===== config.mk =====
export PLATFORM = sky130hd
export DESIGN_NAME = exu_mdu
export DESIGN_NICKNAME = d
export VERILOG_FILES = /design/src/rtl/exu_pkg.sv /design/src/rtl/mdu_iter.sv /design/src/rtl/exu_mdu.sv
export SDC_FILE = /design/constraint.sdc
export NUM_CORES = 2
export LEC_CHECK = 0
export BUFFER_PORTS_ARGS = -buffer_cell sky130_fd_sc_hd__buf_2
export CAP_MARGIN = 20
export CORE_ASPECT_RATIO = 1.1
export CORE_MARGIN = 3
export CORE_UTILIZATION = 40
export CTS_CLUSTER_SIZE = 40
export DETAILED_ROUTE_END_ITERATION = 6
export PLACE_DENSITY = 0.64
export SYNTH_ARGS = -nofsm -noshare
export SYNTH_HDL_FRONTEND = slang
export SYNTH_SLANG_ARGS = --single-unit
export TNS_END_PERCENT = 30

===== constraint.sdc =====
create_clock -name clk -period 9 [get_ports clk]
set_clock_uncertainty 0.1 [all_clocks]
set_input_delay 2.25 -clock clk [delete_from_list [all_inputs] [get_ports clk]]
set_output_delay 2.25 -clock clk [all_outputs]
set_load 0.1 [all_outputs]

===== src/rtl/exu_pkg.sv =====
// Shared opcode constants and enumerations for the execute unit and its
// iterative multiply/divide core.
package exu_pkg;

    localparam logic [6:0] OPCODE_R      = 7'b0110011;
    localparam logic [6:0] OPCODE_ARITH  = 7'b0010011;
    localparam logic [6:0] OPCODE_BRANCH = 7'b1100011;
    localparam logic [6:0] OPCODE_LUI    = 7'b0110111;
    localparam logic [6:0] OPCODE_AUIPC  = 7'b0010111;
    localparam logic [6:0] FUNC7_MDU     = 7'b0000001;

    typedef enum logic [3:0] {
        ALU_ADD, ALU_SUB, ALU_SLL, ALU_SLT, ALU_SLTU, ALU_XOR,
        ALU_SRL, ALU_SRA, ALU_OR, ALU_AND, ALU_EQ
    } aluop_e;

    // Encoding order matches func3 so a plain cast decodes the M op.
    typedef enum logic [2:0] {
        MDU_MUL, MDU_MULH, MDU_MULHSU, MDU_MULHU,
        MDU_DIV, MDU_DIVU, MDU_REM, MDU_REMU
    } mdu_op_e;

    typedef enum logic [1:0] {ST_IDLE, ST_BUSY, ST_DONE} state_e;

endpackage


===== src/rtl/mdu_iter.sv =====
// Iterative M-extension core: shift-add multiply and restoring divide on
// operand magnitudes, one bit per cycle, with sign fix-up on the way out.
module mdu_iter
    import exu_pkg::*;
#(
    parameter int XLEN  = 32,
    parameter int CNT_W = $clog2(XLEN) + 1
) (
    input  logic            clk,
    input  logic            rst_n,
    input  logic            start_i,
    input  mdu_op_e         op_i,
    input  logic [XLEN-1:0] a_i,
    input  logic [XLEN-1:0] b_i,
    output logic            last_o,
    output logic [XLEN-1:0] result_o
);

    logic              a_neg, b_neg;
    logic [XLEN-1:0]   a_mag, b_mag;
    logic              run_q, is_div_q, hi_q, rem_q, neg_q;
    logic [CNT_W-1:0]  cnt_q;
    logic [2*XLEN-1:0] acc_q, mcand_q, acc_step, full;
    logic [XLEN-1:0]   mplier_q, sel;
    logic [XLEN:0]     trial, diff;

    always_comb begin
        a_neg = (op_i inside {MDU_MULH, MDU_MULHSU, MDU_DIV, MDU_REM}) && a_i[XLEN-1];
        b_neg = (op_i inside {MDU_MULH, MDU_DIV, MDU_REM}) && b_i[XLEN-1];
        a_mag = a_neg ? -a_i : a_i;
        b_mag = b_neg ? -b_i : b_i;
    end

    // Divide keeps {remainder, dividend/quotient} in acc_q and the divisor in mcand_q.
    always_comb begin
        trial = {acc_q[2*XLEN-1:XLEN], acc_q[XLEN-1]};
        diff  = trial - {1'b0, mcand_q[XLEN-1:0]};
        if (is_div_q) begin
            if (!diff[XLEN]) acc_step = {diff[XLEN-1:0], acc_q[XLEN-2:0], 1'b1};
            else             acc_step = {trial[XLEN-1:0], acc_q[XLEN-2:0], 1'b0};
        end else begin
            acc_step = mplier_q[0] ? acc_q + mcand_q : acc_q;
        end
    end

    assign last_o = run_q && (cnt_q == CNT_W'(XLEN - 1));

    always_ff @(posedge clk or negedge rst_n) begin
        if (!rst_n) begin
            run_q    <= 1'b0;
            cnt_q    <= '0;
            is_div_q <= 1'b0;
            hi_q     <= 1'b0;
            rem_q    <= 1'b0;
            neg_q    <= 1'b0;
            acc_q    <= '0;
            mcand_q  <= '0;
            mplier_q <= '0;
        end else if (start_i) begin
            run_q    <= 1'b1;
            cnt_q    <= '0;
            is_div_q <= op_i[2];
            hi_q     <= (op_i != MDU_MUL);
            rem_q    <= op_i[1];
            neg_q    <= (op_i[2] && op_i[1]) ? a_neg : (a_neg ^ b_neg);
            acc_q    <= op_i[2] ? {{XLEN{1'b0}}, a_mag} : '0;
            mcand_q  <= op_i[2] ? {{XLEN{1'b0}}, b_mag} : {{XLEN{1'b0}}, a_mag};
            mplier_q <= b_mag;
        end else if (run_q) begin
            acc_q    <= acc_step;
            cnt_q    <= cnt_q + CNT_W'(1);
            mplier_q <= mplier_q >> 1;
            if (!is_div_q) mcand_q <= mcand_q << 1;
            if (last_o) run_q <= 1'b0;
        end
    end

    always_comb begin
        full = neg_q ? -acc_q : acc_q;
        sel  = rem_q ? acc_q[2*XLEN-1:XLEN] : acc_q[XLEN-1:0];
        if (is_div_q) result_o = neg_q ? -sel : sel;
        else          result_o = hi_q ? full[2*XLEN-1:XLEN] : full[XLEN-1:0];
    end

endmodule


===== src/rtl/exu_mdu.sv =====
// Execute unit: ALU decode plus iterative multiply/divide behind
// valid/ready handshakes on the IDU and LSU/WBU sides.
//   state | meaning
//   IDLE  | in_ready high, waiting for an operation
//   BUSY  | mdu_iter iterating, inputs ignored
//   DONE  | out_valid high, res held until out_ready
module exu_mdu
    import exu_pkg::*;
#(
    parameter int XLEN  = 32,
    parameter int CNT_W = $clog2(XLEN) + 1
) (
    input  logic            clk,
    input  logic            rst_n,
    input  logic            in_valid,
    output logic            in_ready,
    input  logic [6:0]      opcode,
    input  logic [2:0]      func3,
    input  logic [6:0]      func7,
    input  logic [XLEN-1:0] op1,
    input  logic [XLEN-1:0] op2,
    output logic            out_valid,
    input  logic            out_ready,
    output logic [XLEN-1:0] res,
    output logic            busy
);

    localparam int              SH_W = $clog2(XLEN);
    localparam logic [XLEN-1:0] XMIN = {1'b1, {(XLEN-1){1'b0}}};

    state_e          state_q, state_d;
    logic [XLEN-1:0] res_q, res_d, alu_res, spec_res, mdu_res;
    logic            mdu_sel_q, mdu_sel_d;
    aluop_e          aluop;
    logic            is_branch, cmp_inv, is_m, div_zero, div_ovf, spec_hit;
    logic            start, mdu_last;
    logic [SH_W-1:0] shamt;

    always_comb begin
        aluop     = ALU_ADD;
        is_branch = (opcode == OPCODE_BRANCH);
        cmp_inv   = 1'b0;
        if (is_branch) begin
            cmp_inv = func3[0];
            case (func3[2:1])
                2'b10:   aluop = ALU_SLT;
                2'b11:   aluop = ALU_SLTU;
                default: aluop = ALU_EQ;
            endcase
        end else if (opcode == OPCODE_R || opcode == OPCODE_ARITH) begin
            case (func3)
                3'b000:  aluop = (opcode == OPCODE_R && func7[5]) ? ALU_SUB : ALU_ADD;
                3'b001:  aluop = ALU_SLL;
                3'b010:  aluop = ALU_SLT;
                3'b011:  aluop = ALU_SLTU;
                3'b100:  aluop = ALU_XOR;
                3'b101:  aluop = func7[5] ? ALU_SRA : ALU_SRL;
                3'b110:  aluop = ALU_OR;
                default: aluop = ALU_AND;
            endcase
        end
    end

    always_comb begin
        shamt = op2[SH_W-1:0];
        case (aluop)
            ALU_SUB:  alu_res = op1 - op2;
            ALU_SLL:  alu_res = op1 << shamt;
            ALU_SLT:  alu_res = XLEN'($signed(op1) < $signed(op2));
            ALU_SLTU: alu_res = XLEN'(op1 < op2);
            ALU_XOR:  alu_res = op1 ^ op2;
            ALU_SRL:  alu_res = op1 >> shamt;
            ALU_SRA:  alu_res = $signed(op1) >>> shamt;
            ALU_OR:   alu_res = op1 | op2;
            ALU_AND:  alu_res = op1 & op2;
            ALU_EQ:   alu_res = XLEN'(op1 == op2);
            default:  alu_res = op1 + op2;
        endcase
        if (is_branch) alu_res[0] = alu_res[0] ^ cmp_inv;
    end

    // Divide-by-zero and signed overflow finish without iterating.
    always_comb begin
        is_m     = (opcode == OPCODE_R) && (func7 == FUNC7_MDU);
        div_zero = func3[2] && (op2 == '0);
        div_ovf  = func3[2] && !func3[0] && (op1 == XMIN) && (op2 == '1);
        spec_hit = div_zero || div_ovf;
        if (div_zero) spec_res = func3[1] ? op1 : '1;
        else          spec_res = func3[1] ? '0 : XMIN;
    end

    mdu_iter #(.XLEN(XLEN), .CNT_W(CNT_W)) u_iter (
        .clk      (clk),
        .rst_n    (rst_n),
        .start_i  (start),
        .op_i     (mdu_op_e'(func3)),
        .a_i      (op1),
        .b_i      (op2),
        .last_o   (mdu_last),
        .result_o (mdu_res)
    );

    always_comb begin
        state_d   = state_q;
        res_d     = res_q;
        mdu_sel_d = mdu_sel_q;
        start     = 1'b0;
        case (state_q)
            ST_IDLE: if (in_valid) begin
                if (is_m && !spec_hit) begin
                    start     = 1'b1;
                    mdu_sel_d = 1'b1;
                    state_d   = ST_BUSY;
                end else begin
                    res_d     = is_m ? spec_res : alu_res;
                    mdu_sel_d = 1'b0;
                    state_d   = ST_DONE;
                end
            end
            ST_BUSY: if (mdu_last) state_d = ST_DONE;
            ST_DONE: if (out_ready) state_d = ST_IDLE;
            default: state_d = ST_IDLE;
        endcase
    end

    always_ff @(posedge clk or negedge rst_n) begin
        if (!rst_n) begin
            state_q   <= ST_IDLE;
            res_q     <= '0;
            mdu_sel_q <= 1'b0;
        end else begin
            state_q   <= state_d;
            res_q     <= res_d;
            mdu_sel_q <= mdu_sel_d;
        end
    end

    assign in_ready  = (state_q == ST_IDLE);
    assign out_valid = (state_q == ST_DONE);
    assign busy      = (state_q == ST_BUSY);
    assign res       = mdu_sel_q ? mdu_res : res_q;

endmodule


==> flow_summary.yaml <==
logic_synthesis:
  synth.distinct_cells: 86
  synthCells: 4011
  ys.flop_type: "dfrtp_1"
  synth_edf_count: 0
  synth-async-reset-ratio_pct: 100
  synth_top_area_share_pct: 17.8
  syn_area_um2: 28900
  syn-num-nets: 4298
  synth_warnings: 0
  avgSynthCellArea_um2: 7.21
  synthTopCellsByArea: "dfrtp_1 18%, ha_1 8.6%, a21oi_1 6.8%"
  ys_seq_area_share_pct: 17.8
  synth_top_cell_by_area: "dfrtp_1"
  ys_seq_elements: 206
final_layout:
  multi_input_area_um2: 21900
  layout-drive-gt1-share_pct: 9.17
  stdcell_area_um2: 31000
  final_core_utilization_pct: 43.6
  nFillCells: 7368
  final_nets: 4187
  seqCellArea_um2: 5160
  stdcell_count: 4854
  syn2layout_area_growth_pct: 7.06
critical_path:
  worstPathRequired_ps: 6650
  path_max_fanout: 6
  slowest_delay_ps: 730
  worst_setup_path_end_kind: "primary output"
  cp-startpoint: "u_iter.acc_q[1]"
  rr_worst_depth: 14
  timing.rr.start: "u_iter.acc_q[31]"
  worstSetupEndpoint: "res[28]"
  start_kind: "flop"
  r2r-end: "u_iter.acc_q[45]"
  r2r_slack_ps: 4130
  path_class: "reg2out"
  slowest_stage: "o41ai_1"
  crit_chain: "inv_1, ha_1, nor4b_1, nand3_1, or4_1, nor4_1, nand3_1, o41ai_1, nand2_1, xor2_1, a211oi_1, a21oi_1, mux2_2, buf_2"
  critPathMostFrequentCell: "nand3_1"
  critPathArrivalTime_ps: 5200
global_route:
  grt_pass1_vias: 30300
  antenna_found_initial: 2
  grt_use_total_pct: 34.1
  grt_pass1_wl_um: 198000
  grt_max_degree: 130
  overflow: 0
placement:
  port-buffer-count: 119
  dpl.cell_count: 4808
  dp_hpwl_um: 104000
  dpl_cell_area_um2: 30100
  gp_congestion: 1.12
  post-place-ws_ps: 1780
clocking:
  path_clk_slew_ps: 60
  root_buffer: "clkbuf_16"
  insertion_delay_ps: 560
  tritoncts: "done"
  clockBufferDepth: 3
  cts_buffers: 26
  cts_setup_buffers: 0
  holdBufCountCts: 0
  cts.sinks: 206
  cts_resized: 0
  cts-htree-levels: 1
sta:
  hold_violations: 0
  finalMaxSlewViolations: 0
  rsz0062_at_grt: "false"
  fin_setup_tns_ps: 0
  tightest_slew_ps: 1080
  timing.slew.headroom_pct: 27.1
  worst_slack_ps: 1450
  fin_crit_sh_pct: 83.9
  setup_violations: 0
  max_freq_mhz: 132
  period_needed_ps: 7550
route:
  drc: 0
  final_antenna_net_count: 0
  via_count: 31600
  wl_um: 134000
  dr.pass1.iters: 6
  avgViaCountPerCell: 6.50
  wl_per_cell_um: 27.7
  first_iter_violations: 3446
hold_path:
  hold_class: "reg2reg"
  min_delay_path_depth: 2
  hold_start: "res_q[13]"
floorplan:
  die_y_um: 288
  rows: 102
  start_util_pct: 40.7
  die_x_um: 262
  die_area_um2: 75600
  io_pins: 120
  coreArea_um2: 71100
pwr:
  vdd_drop_max_v: 0.000229
  power_density_nw_per_um2: 210
  p_leak_nw: 12.8
run_status:
  outcome: "finished, final reports clean"
run:
  max_cap_violations: 0
==> state kept, by name, summed over array words and instances (netlist names) <==
name,flops
u_iter.acc_q,64
u_iter.mcand_q,64
res_q,32
u_iter.mplier_q,32
u_iter.cnt_q,6
state_q,2
mdu_sel_q,1
u_iter.hi_q,1
u_iter.is_div_q,1
u_iter.neg_q,1
u_iter.rem_q,1
u_iter.run_q,1
==> metal layers <==
| metal | share of wire [%] | track usage (%) | vias up | routed length [µm] |
|---|---|---|---|---|
| met1 | 38 | 41.3 | 15100 | 51600 |
| met3 | 7.7 | 3.98 | 421 | 10300 |
| li1 | - | - | 14400 | - |
| met4 | 8.6 | 24.8 | 0 | 11500 |
| met5 | 0 | 0 | - | 0 |
| met2 | 45 | 56.3 | 1678 | 60900 |
==> cell usage in the layout, fill, tap and decap left out, types with 27 or more instances in the layout <==
cell,instances
nand2_1,389
xor2_1,87
nand2b_1,32
o31ai_1,48
a31oi_1,46
a21o_1,64
dfrtp_1,200
nor2b_1,27
clkbuf_16,27
o211ai_1,77
nor4_1,30
o21ai_0,332
and2_1,37
nand4_1,44
inv_1,180
mux2i_1,90
xnor2_1,179
ha_1,198
mux4_2,56
nand3_1,122
buf_4,71
nor3_1,87
a211oi_1,143
o21bai_1,27
a21oi_1,393
buf_2,116
nor2_1,397
==> cells in the mapped netlist (64+ instances only) <==
cell type,instances
a211oi_1,143
a21o_1,64
a21oi_1,395
clkbuf_1,293
dfrtp_1,206
ha_1,198
inv_1,181
mux2i_1,90
nand2_1,389
nand3_1,123
nor2_1,400
nor3_1,88
o211ai_1,77
o21ai_0,335
xnor2_1,179
xor2_1,87
==> cells by family after synthesis <==
kind of cell,Yosys count,share of synthesized area [%]
and+or+nand+nor,1284,20.5
muxes,159,7.99
adders and majority gates,202,8.84
buffers and inverters,514,6.73
DFF,206,17.8
AOI/OAI and AO/OA,1380,30.1
xor gates and xnor gates,266,8.05
==> worst min path at each step <==
stage | end | slack (ps)
global placement | res_q[13] | 360
floorplan | res_q[13] | 340
CTS | res_q[13] | 380
global route | u_iter.mcand_q[63] | 420
detailed placement | res_q[13] | 370
finish | res_q[13] | 380
==> where the power goes <==
| group | switching, mW | internal, mW |
|---|---|---|
| Sequential | 0.510 | 1.12 |
| Combinational | 2.48 | 1.31 |
| Clock | 0.446 | 0.630 |
==> worst max-delay path, delay by kind of cell (launching register included) <==
kind,cells,cell delay [ps]
AOI/OAI and AO/OA,3,1100
xor gates and xnor gates,1,170
adders and majority gates,1,200
buffers and inverters,2,430
DFF,1,450
muxes,1,300
and+or+nand+nor,6,1980
==> through the flow <==
step	power (mW)	hold WS, ps
3_3_place_gp	5.31	361
6_report	6.50	378
5_1_grt	6.89	416
2_1_floorplan	4.20	340
3_5_place_dp	5.33	370
4_1_cts	6.43	383
==> final cells by class <==
cell class	instances	area share (%)
Multi-Input combinational cell	3291	70.8
Sequential cell	206	16.7
Timing Repair Buffer	191	3.83
Tap cell	936	3.78
Clock buffer	38	2.41
Inverter	184	2.23
Clock inverter	7	0.311
Antenna cell	1	0.00808
Power figures use the tool's default switching activity.
